`config.mk`:
```
export PLATFORM = sky130hd
export DESIGN_NAME = mem_stage
export DESIGN_NICKNAME = d
export VERILOG_FILES = /design/src/rtl/mem_stage.sv
export SDC_FILE = /design/constraint.sdc
export NUM_CORES = 1
export LEC_CHECK = 0
export BUFFER_PORTS_ARGS = -buffer_cell sky130_fd_sc_hd__buf_2
export CAP_MARGIN = 20
export CORE_MARGIN = 3
export CORE_UTILIZATION = 47
export CTS_CLUSTER_SIZE = 28
export DETAILED_ROUTE_END_ITERATION = 10
export PLACE_DENSITY_LB_ADDON = 0.25
export SYNTH_ARGS = -nofsm -noshare
export SYNTH_HDL_FRONTEND = slang
export SYNTH_SLANG_ARGS = --single-unit
```
`constraint.sdc`:
```
create_clock -name clk -period 2.2 [get_ports clk]
set_clock_uncertainty 0.1 [all_clocks]
set_input_delay 0.22 -clock clk [delete_from_list [all_inputs] [get_ports clk]]
set_output_delay 0.22 -clock clk [all_outputs]
set_load 0.01 [all_outputs]
```
`src/rtl/mem_stage.sv`:
```
// Memory-access stage: registers non-memory bundles straight through to write-back
// and runs a req/ack bus transaction (with optional timeout) for loads and stores.
module mem_stage #(
    parameter int unsigned TIMEOUT = 15
) (
    input  logic        clk,
    input  logic        rst,
    input  logic        memi_valid,
    input  logic [15:0] memi_instr,
    input  logic [15:0] memi_pc,
    input  logic [15:0] memi_result,
    input  logic [3:0]  memi_wreg_addr,
    input  logic [15:0] memi_write_to_mem_data,
    input  logic [1:0]  memi_rwe,
    input  logic        memi_branch,
    output logic        mem_stall,
    output logic        bus_req,
    output logic        bus_we,
    output logic [15:0] bus_addr,
    output logic [15:0] bus_wdata,
    input  logic [15:0] bus_rdata,
    input  logic        bus_ack,
    output logic        memo_valid,
    output logic [15:0] memo_instr,
    output logic [15:0] memo_pc,
    output logic [3:0]  memo_wreg_addr,
    output logic [15:0] memo_wdata,
    output logic        memo_branch,
    output logic        memo_bus_err
);

    typedef enum logic {
        IDLE,
        BUSY
    } state_t;

    localparam logic [7:0] COUNT_LAST = (TIMEOUT == 0) ? 8'd0 : 8'(TIMEOUT - 1);

    state_t      state;
    state_t      state_next;
    logic [7:0]  count;
    logic        is_mem;
    logic        timed_out;

    // Bundle fields held while the bus transaction is outstanding
    logic [15:0] hold_instr;
    logic [15:0] hold_pc;
    logic [3:0]  hold_wreg_addr;
    logic        hold_branch;
    logic        hold_load;

    assign mem_stall = (state == BUSY);

    always_ff @(posedge clk) begin
        if (rst) begin
            state <= IDLE;
        end else begin
            state <= state_next;
        end
    end

    always_comb begin
        state_next = state;
        is_mem     = memi_valid && ((memi_rwe == 2'b10) || (memi_rwe == 2'b01));
        timed_out  = (TIMEOUT != 0) && !bus_ack && (count == COUNT_LAST);
        case (state)
            IDLE: begin
                if (is_mem) begin
                    state_next = BUSY;
                end
            end
            BUSY: begin
                if (bus_ack || timed_out) begin
                    state_next = IDLE;
                end
            end
            default: state_next = IDLE;
        endcase
    end

    always_ff @(posedge clk) begin
        if (rst) begin
            count          <= 8'd0;
            bus_req        <= 1'b0;
            bus_we         <= 1'b0;
            bus_addr       <= 16'd0;
            bus_wdata      <= 16'd0;
            memo_valid     <= 1'b0;
            memo_instr     <= 16'd0;
            memo_pc        <= 16'd0;
            memo_wreg_addr <= 4'd0;
            memo_wdata     <= 16'd0;
            memo_branch    <= 1'b0;
            memo_bus_err   <= 1'b0;
            hold_instr     <= 16'd0;
            hold_pc        <= 16'd0;
            hold_wreg_addr <= 4'd0;
            hold_branch    <= 1'b0;
            hold_load      <= 1'b0;
        end else begin
            memo_valid <= 1'b0;
            case (state)
                IDLE: begin
                    if (is_mem) begin
                        hold_instr     <= memi_instr;
                        hold_pc        <= memi_pc;
                        hold_wreg_addr <= memi_wreg_addr;
                        hold_branch    <= memi_branch;
                        hold_load      <= memi_rwe[1];
                        bus_addr       <= memi_result;
                        bus_wdata      <= memi_write_to_mem_data;
                        bus_we         <= memi_rwe[0];
                        bus_req        <= 1'b1;
                        count          <= 8'd0;
                    end else if (memi_valid) begin
                        memo_valid     <= 1'b1;
                        memo_instr     <= memi_instr;
                        memo_pc        <= memi_pc;
                        memo_wreg_addr <= memi_wreg_addr;
                        memo_branch    <= memi_branch;
                        memo_wdata     <= memi_result;
                        memo_bus_err   <= 1'b0;
                    end
                end
                BUSY: begin
                    count <= count + 8'd1;
                    if (bus_ack || timed_out) begin
                        bus_req        <= 1'b0;
                        memo_valid     <= 1'b1;
                        memo_instr     <= hold_instr;
                        memo_pc        <= hold_pc;
                        memo_wreg_addr <= hold_wreg_addr;
                        memo_branch    <= hold_branch;
                    end
                    // Ack takes priority over a timeout landing on the same edge
                    if (bus_ack) begin
                        memo_bus_err <= 1'b0;
                        memo_wdata   <= hold_load ? bus_rdata : bus_addr;
                    end else if (timed_out) begin
                        memo_bus_err <= 1'b1;
                        memo_wdata   <= 16'h00fe;
                    end
                end
                default: ;
            endcase
        end
    end

endmodule

```
==> summary.md, run 1 <==
| Metric | Value |
|---|---|
| Comb pwr share | `0.157` |
| Cell variety after synth | `49` |
| FP Rows | `39` |
| Global-route wire length before repair | `between 20000 and 30000 um` |
| Commonest cells after routing, fill and taps aside | `180 x buf_2, 135 x dfxtp_1, 111 x a21oi_1` |
| Crit path from | `mem_stall` |
| R2R depth | `5` |
| Clock latency at the later pin of the worst-skew pair | `approximately 420 ps` |
| R2r setup slk | `240 ps` |
| GR peak layer | `met2` |
| Gr ovfl total | `0` |
| Max Fclk | `511 MHz` |
| Vias in the first global route | `between 5000 and 6000` |
| DRC Markers | `0` |
| Flop pwr share | `0.424` |
| Crit share post-route | `0.890` |
| Slew HR | `0.603` |
| Full die area | `between 10000 and 15000 um^2` |
| Via count | `5345` |
| Number of diodes | `0` |
| Mapped Nets | `704` |
| Critical path peak fanout | `41` |
| CTS Root Cell | `clkbuf_16` |
| Yosys warnings | `0` |
| Worst setup path category | `reg2reg` |
| Most common cell after layout, fill and taps aside | `buf_2` |
| Clock transition at path regs | `~50 ps` |
| WHS Endpoint | `mem_stall` |
| Drt total wl | `around 16000 um` |
| Initial antenna violation count | `0` |
| Max-Cap Viols | `0` |
| PD cells | `between 800 and 900 nW/um^2` |
| # setup viols final | `0` |
| Met1 usage | `0.310` |
| Post-Syn Area | `~5700 um^2` |
| Final worst slack | `~240 ps` |
| Initial Utilization | `0.489` |
| Post-CTS setup buffers | `0` |
| Area Growth Syn to Fin | `34.5%` |
| TritonRoute pass-1 iters | `5` |
| Int Pwr | `4.82 mW` |
| Clock buffer count from CTS | `17` |
| Syn avg cell area | `roughly 9 um^2` |
| Mapped Cells | `611` |
| CP Data Arrival Time | `2200 ps` |
| GRT Util Overall | `0.250` |
| Worst-case clock buffer depth | `2` |
| M3 GR Usage | `0.0653` |
| Vias per cell | `5.52` |
| GR Util met2 | `0.411` |
| Hold depth | `4` |
| Core Box Area | `11600 um^2` |
| Fin. Hold Viols | `0` |
| CTS tree | `yes` |
| HP Start | `bus_ack` |
| Post_cts resized | `0` |
| Top Ports | `181` |
| DP Worst Slack | `275 ps` |
| Hold/Removal Path Class | `in2reg` |
| Switching pwr | `around 1.7 mW` |
| Die Ht | `116 um` |
| Port Buf Inserts | `180` |
| Crit path time final | `1960 ps` |
| Layout cells sized above 1 | `0.304` |
| RSZ-0062 raised after global routing | `false` |
| VDD IR-drop max | `0.421 mV` |
| Critical Path End Type | `flip-flop` |
| Sw Share | `0.261` |
| Worst Max-Slew Pin Slew | `595 ps` |
| CTS sink cnt | `about 140` |
| Critical Path RT | `2440 ps` |
| Initial DRC Count | `354` |
| HPWL after DPL | `10500 um` |
| Final Wtd Congestion | `0.802` |
| Clock H-tree levels | `4` |
| Clock Power Share | `0.419` |
| Post-CTS Hold Buffers | `41` |
| Seq cells post-synth | `136` |
| Die X | `116 um` |
| Max Slew Vio Count | `0` |
| FF/Latch Area | `around 2700 um^2` |
| Final #Nets | `906` |
| Reg-to-reg endpoint | `memo_instr[6]` |
| Largest net degree at the start of global routing | `47` |
| DRT antenna net count | `0` |
| Fin Setup TNS | `0 ps` |
| Reg-to-reg critical path startpoint | `mem_stall` |
| Fillers | `between 900 and 1000` |
| Area of the multi-input gates | `2640 um^2` |
| Routed wire per std cell | `16.9 um` |
| Leakage Power | `about 3.4 nW` |
| Seq/Total Area, Yosys | `0.482` |
| Status | `complete, no violations` |
| Worst setup SP type | `flip-flop` |
## worst max-delay path by stage
stage	end	slack (ps)
floorplan	memo_wdata[7]	540
global placement	count[4]	310
detailed placement	memo_instr[7]	280
CTS	memo_instr[6]	260
global route	memo_instr[6]	100
finish	memo_instr[6]	240
## Yosys cell counts (all sizes together)
library cell / instances / area, um^2
a211oi: 2 / 15.0
a21oi: 112 / 564
a22o: 28 / 245
a31oi: 7 / 43.8
a32o: 5 / 50.1
a32oi: 1 / 8.76
and2: 3 / 18.8
and3: 1 / 6.26
and4b: 1 / 10.0
buf: 32 / 218
clkbuf: 23 / 87.6
clkinv: 1 / 3.75
dfxtp: 136 / 2720
ha: 2 / 25.0
inv: 3 / 11.3
mux2: 6 / 67.6
mux2i: 24 / 240
nand2: 89 / 337
nand2b: 2 / 12.5
nand3: 4 / 20.0
nand4: 2 / 12.5
nand4b: 1 / 15.0
nor2: 13 / 58.8
nor2b: 30 / 188
nor3: 18 / 125
nor4b: 1 / 23.8
o211a: 1 / 10.0
o211ai: 1 / 7.51
o21ai: 1 / 8.76
o221ai: 6 / 52.6
o2bb2ai: 7 / 61.3
o31ai: 39 / 293
o41ai: 1 / 16.3
or2: 1 / 6.26
or4: 1 / 7.51
or4b: 1 / 10.0
xnor2: 3 / 26.3
xor2: 2 / 25.0
## worst max-delay path, stage by stage, from the launching register on
cell	delay, ps
dfxtp_2	490
nor4b_4	290
and4b_2	460
buf_12	280
o31ai_1	110
a21oi_1	150
## flip-flops by register name (all words and copies together), names as in the netlist, 4 cells and up
register / cells
bus_addr: 16
bus_wdata: 16
count: 8
hold_instr: 16
hold_pc: 16
hold_wreg_addr: 4
memo_instr: 16
memo_pc: 16
memo_wdata: 16
memo_wreg_addr: 4
## metrics by stage
stage	total power, mW	util	hold WS, ps	cell area (um^2)	cells
finish	6.52	0.658	40.4	7610	968
global route	6.81	0.658	43.4	7610	968
CTS	6.56	0.658	21.8	7610	968
detailed placement	3.77	0.573	347	6630	896
global placement	3.75	0.573	340	6630	896
floorplan	3.39	-	256	5650	611
## routing by layer
layer | vias to the layer above | part of all wire
met1 | 2532 | 0.43
met4 | 0 | 0.023
li1 | 2600 | -
met2 | 183 | 0.49
met3 | 30 | 0.061
met5 | - | 0
## power by group through the flow
stage	Combinational (mW)	Clock, mW	Sequential [mW]
after floorplan	0.533	0	2.86
after global placement	0.944	0	2.80
after detailed placement	0.966	0	2.81
after CTS	1.03	2.78	2.76
after global routing	1.12	2.90	2.78
final	1.03	2.73	2.76
## cells by family (layout without fill, tap and decap cells)
kind of cell | count (synthesis) | count (layout) | synth area share
xor+xnor | 5 | 5 | 0.00907
fa+ha+maj | 2 | 2 | 0.00443
buf+inv | 59 | 273 | 0.0566
mux | 30 | 30 | 0.0544
compound gates | 211 | 211 | 0.243
flops | 136 | 136 | 0.482
simple gates | 168 | 168 | 0.150
## cell type report
type	count	area share
clock buffer	22	0.0610
clock inverter	9	0.0132
tap	143	0.0235
multi-input combinational	416	0.346
timing repair buffer	238	0.196
inverter	4	0.00197
sequential	136	0.358
Note: power is estimated with default switching activity, not from simulation.
==> inputs of run 2 (changes only) <==
--- a/config.mk
+++ b/config.mk
@@ -7,8 +7,10 @@
 export LEC_CHECK = 0
 export BUFFER_PORTS_ARGS = -buffer_cell sky130_fd_sc_hd__buf_2
 export CAP_MARGIN = 20
+export CELL_PAD_IN_SITES_DETAIL_PLACEMENT = 0
+export CELL_PAD_IN_SITES_GLOBAL_PLACEMENT = 1
 export CORE_MARGIN = 3
-export CORE_UTILIZATION = 47
+export CORE_UTILIZATION = 37
 export CTS_CLUSTER_SIZE = 28
 export DETAILED_ROUTE_END_ITERATION = 10
 export PLACE_DENSITY_LB_ADDON = 0.25
==> summary.md, run 2 (synthesis results as in run 1) <==
| Metric | Value |
|---|---|
| Max Slew Vio Count | `0 (unchanged)` |
| Clock buffer count from CTS | `17 (unchanged)` |
| Fin Setup TNS | `0 ps (unchanged)` |
| Vias per cell | `5.27 (was 5.52)` |
| R2r setup slk | `280 ps (was 240 ps)` |
| CP Cell Sequence | `nand2b_1, o21ai_4, buf_4, o31ai_1, a21oi_1 (was nor4b_4, and4b_2, buf_12, o31ai_1, a21oi_1)` |
| Max-Cap Viols | `0 (unchanged)` |
| RSZ-0062 raised after global routing | `false (unchanged)` |
| Sw Share | `0.257 (was 0.261)` |
| Top delay family on crit path | `compound AO/OA/AOI/OAI gates (was simple AND/OR/NAND/NOR gates)` |
| Initial Utilization | `0.383 (was 0.489)` |
| Initial DRC Count | `323 (was 354)` |
| Most common cell after layout, fill and taps aside | `buf_2 (unchanged)` |
| R2R depth | `5 (unchanged)` |
| Final Wtd Congestion | `0.779 (was 0.802)` |
| Via count | `5332 (was 5345)` |
| DP Worst Slack | `277 ps (was 275 ps)` |
| Initial antenna violation count | `1 (was 0)` |
| Status | `complete, no violations (unchanged)` |
| Final Non-Filler Cells | `1012 (was 968)` |
| Largest net degree at the start of global routing | `45 (was 47)` |
| Crit path time final | `1920 ps (was 1960 ps)` |
| Worst setup SP type | `flip-flop (unchanged)` |
| Final #Nets | `908 (was 906)` |
| CTS sink cnt | `136 (unchanged)` |
| Crit share post-route | `0.872 (was 0.890)` |
| Leakage Power | `3.43 nW (was 3.40 nW)` |
| Switching pwr | `1.71 mW (was 1.70 mW)` |
| Slew HR | `0.286 (was 0.603)` |
| Clock transition at path regs | `60 ps (was 50 ps)` |
| Full die area | `16800 um^2 (was 13400 um^2)` |
| Flop pwr share | `0.414 (was 0.424)` |
| CTS tree | `yes (unchanged)` |
| Crit path buf inv count | `1 (unchanged)` |
| FP Rows | `44 (was 39)` |
| Drt total wl | `16700 um (was 16300 um)` |
| Final worst slack | `282 ps (was 241 ps)` |
| Global-route wire length before repair | `26800 um (was 26400 um)` |
| HP Start | `memi_instr[4] (was bus_ack)` |
| Clock H-tree levels | `4 (unchanged)` |
| VDD IR-drop max | `0.496 mV (was 0.421 mV)` |
| Int Pwr | `4.96 mW (was 4.82 mW)` |
| Post_cts resized | `0 (unchanged)` |
| Core Box Area | `14800 um^2 (was 11600 um^2)` |
| Fin Hold WS | `95.5 ps (was 40.4 ps)` |
| PD cells | `867 nW/um^2 (was 857 nW/um^2)` |
| Post-Layout Inst Area | `7700 um^2 (was 7610 um^2)` |
| Layout cells sized above 1 | `0.307 (was 0.304)` |
| Post-Place Cell Area | `6670 um^2 (was 6630 um^2)` |
| Worst setup path category | `reg2reg (unchanged)` |
| Die X | `130 um (was 116 um)` |
| Vias in the first global route | `5241 (was 5414)` |
| Port Buf Inserts | `180 (unchanged)` |
| Die Ht | `130 um (was 116 um)` |
| CTS Root Cell | `clkbuf_16 (unchanged)` |
| Fin. Hold Viols | `0 (unchanged)` |
| Commonest cells after routing, fill and taps aside | `180 x buf_2, 135 x dfxtp_1, 111 x a21oi_1 (unchanged)` |
| Total power | `6.67 mW (was 6.52 mW)` |
| Routed wire per std cell | `16.5 um (was 16.9 um)` |
| Gr ovfl total | `0 (unchanged)` |
| Hold depth | `3 (was 4)` |
| Top Ports | `181 (unchanged)` |
| GRT Util Overall | `0.200 (was 0.250)` |
| Clock latency at the later pin of the worst-skew pair | `410 ps (was 420 ps)` |
| Critical Path End Type | `flip-flop (unchanged)` |
| DP Cell Count | `938 (was 896)` |
| Crit-path max cell delay | `500 ps (was 490 ps)` |
| WHS Endpoint | `hold_instr[4] (was mem_stall)` |
| Comb pwr share | `0.153 (was 0.157)` |
| Clock Power Share | `0.433 (was 0.419)` |
| Post-layout util | `0.522 (was 0.658)` |
| Hold/Removal Path Class | `in2reg (unchanged)` |
| Max Fclk | `521 MHz (was 511 MHz)` |
| Worst-case clock buffer depth | `2 (unchanged)` |
| DRC Markers | `0 (unchanged)` |
| CP Data Arrival Time | `2160 ps (was 2200 ps)` |
| # setup viols final | `0 (unchanged)` |
| TritonRoute pass-1 iters | `5 (unchanged)` |
| Critical Path RT | `2440 ps (about the same)` |
| DRT antenna net count | `0 (unchanged)` |
| Critical path peak fanout | `41 (unchanged)` |
| Reg-to-reg critical path startpoint | `mem_stall (unchanged)` |
| Slowest stage cell, crit path | `buf_4 (was dfxtp_2)` |
| HPWL after DPL | `11200 um (was 10500 um)` |
| Worst Max-Slew Pin Slew | `1070 ps (was 595 ps)` |
| Reg-to-reg endpoint | `memo_pc[15] (was memo_instr[6])` |
| Number of diodes | `0 (unchanged)` |
| Area Growth Syn to Fin | `36.2% (was 34.5%)` |
[run 2: cell types whose count changed in the layout (fill, tap and decap cells not counted), moves of 2 or more]
cell	delta
buf_12	-2
buf_4	+3
clkbuf_8	+2
clkinv_2	-3
[run 2: cell type report]
type | count | area (um^2)
fill | 1394 | 7060
sequential | 136 | 2730
multi-input combinational | 416 | 2640
timing repair buffer | 240 | 1480
clock buffer | 26 | 520
tap | 184 | 230
clock inverter | 6 | 85.1
inverter | 4 | 15.0
[run 2: repair_timing]
action | in CTS | in global routing
setup buffers | 0 | 0
hold buffers | 42 | 0
endpoints found under the hold margin | 42 | 0
[run 2: worst max-delay path by stage]
| stage | end | depth (start not counted) | start |
|---|---|---|---|
| final | memo_pc[15] | 5 | mem_stall |
| after global routing | memo_pc[14] | 5 | mem_stall |
| after CTS | count[7] | 4 | mem_stall |
| after detailed placement | count[7] | 5 | memi_rwe[0] |
| after global placement | memo_pc[14] | 5 | mem_stall |
| after floorplan | memo_wdata[7] | 6 | count[0] |
[run 2: routing by layer]
metal  track usage  part of all wire  wire length, um
met1         0.259              0.44             7420
met4        0.0703             0.016              269
met5             0           0.00078               13
met3        0.0589             0.059              992
met2         0.319              0.48             8020
[run 2: tightest hold or removal path, delay by kind of cell]
family | cells | cell delay, ps
buffers and inverters | 1 | 70
AO/OA/AOI/OAI | 1 | 130
AND/OR/NAND/NOR | 1 | 150
[run 2: power by group through the flow]
stage	logic, mW	registers (mW)	clock network (mW)
4_1_cts	1.03	2.76	2.93
5_1_grt	1.13	2.79	3.05
3_3_place_gp	0.950	2.81	0
3_5_place_dp	0.969	2.81	0
6_report	1.02	2.76	2.89
2_1_floorplan	0.533	2.86	0
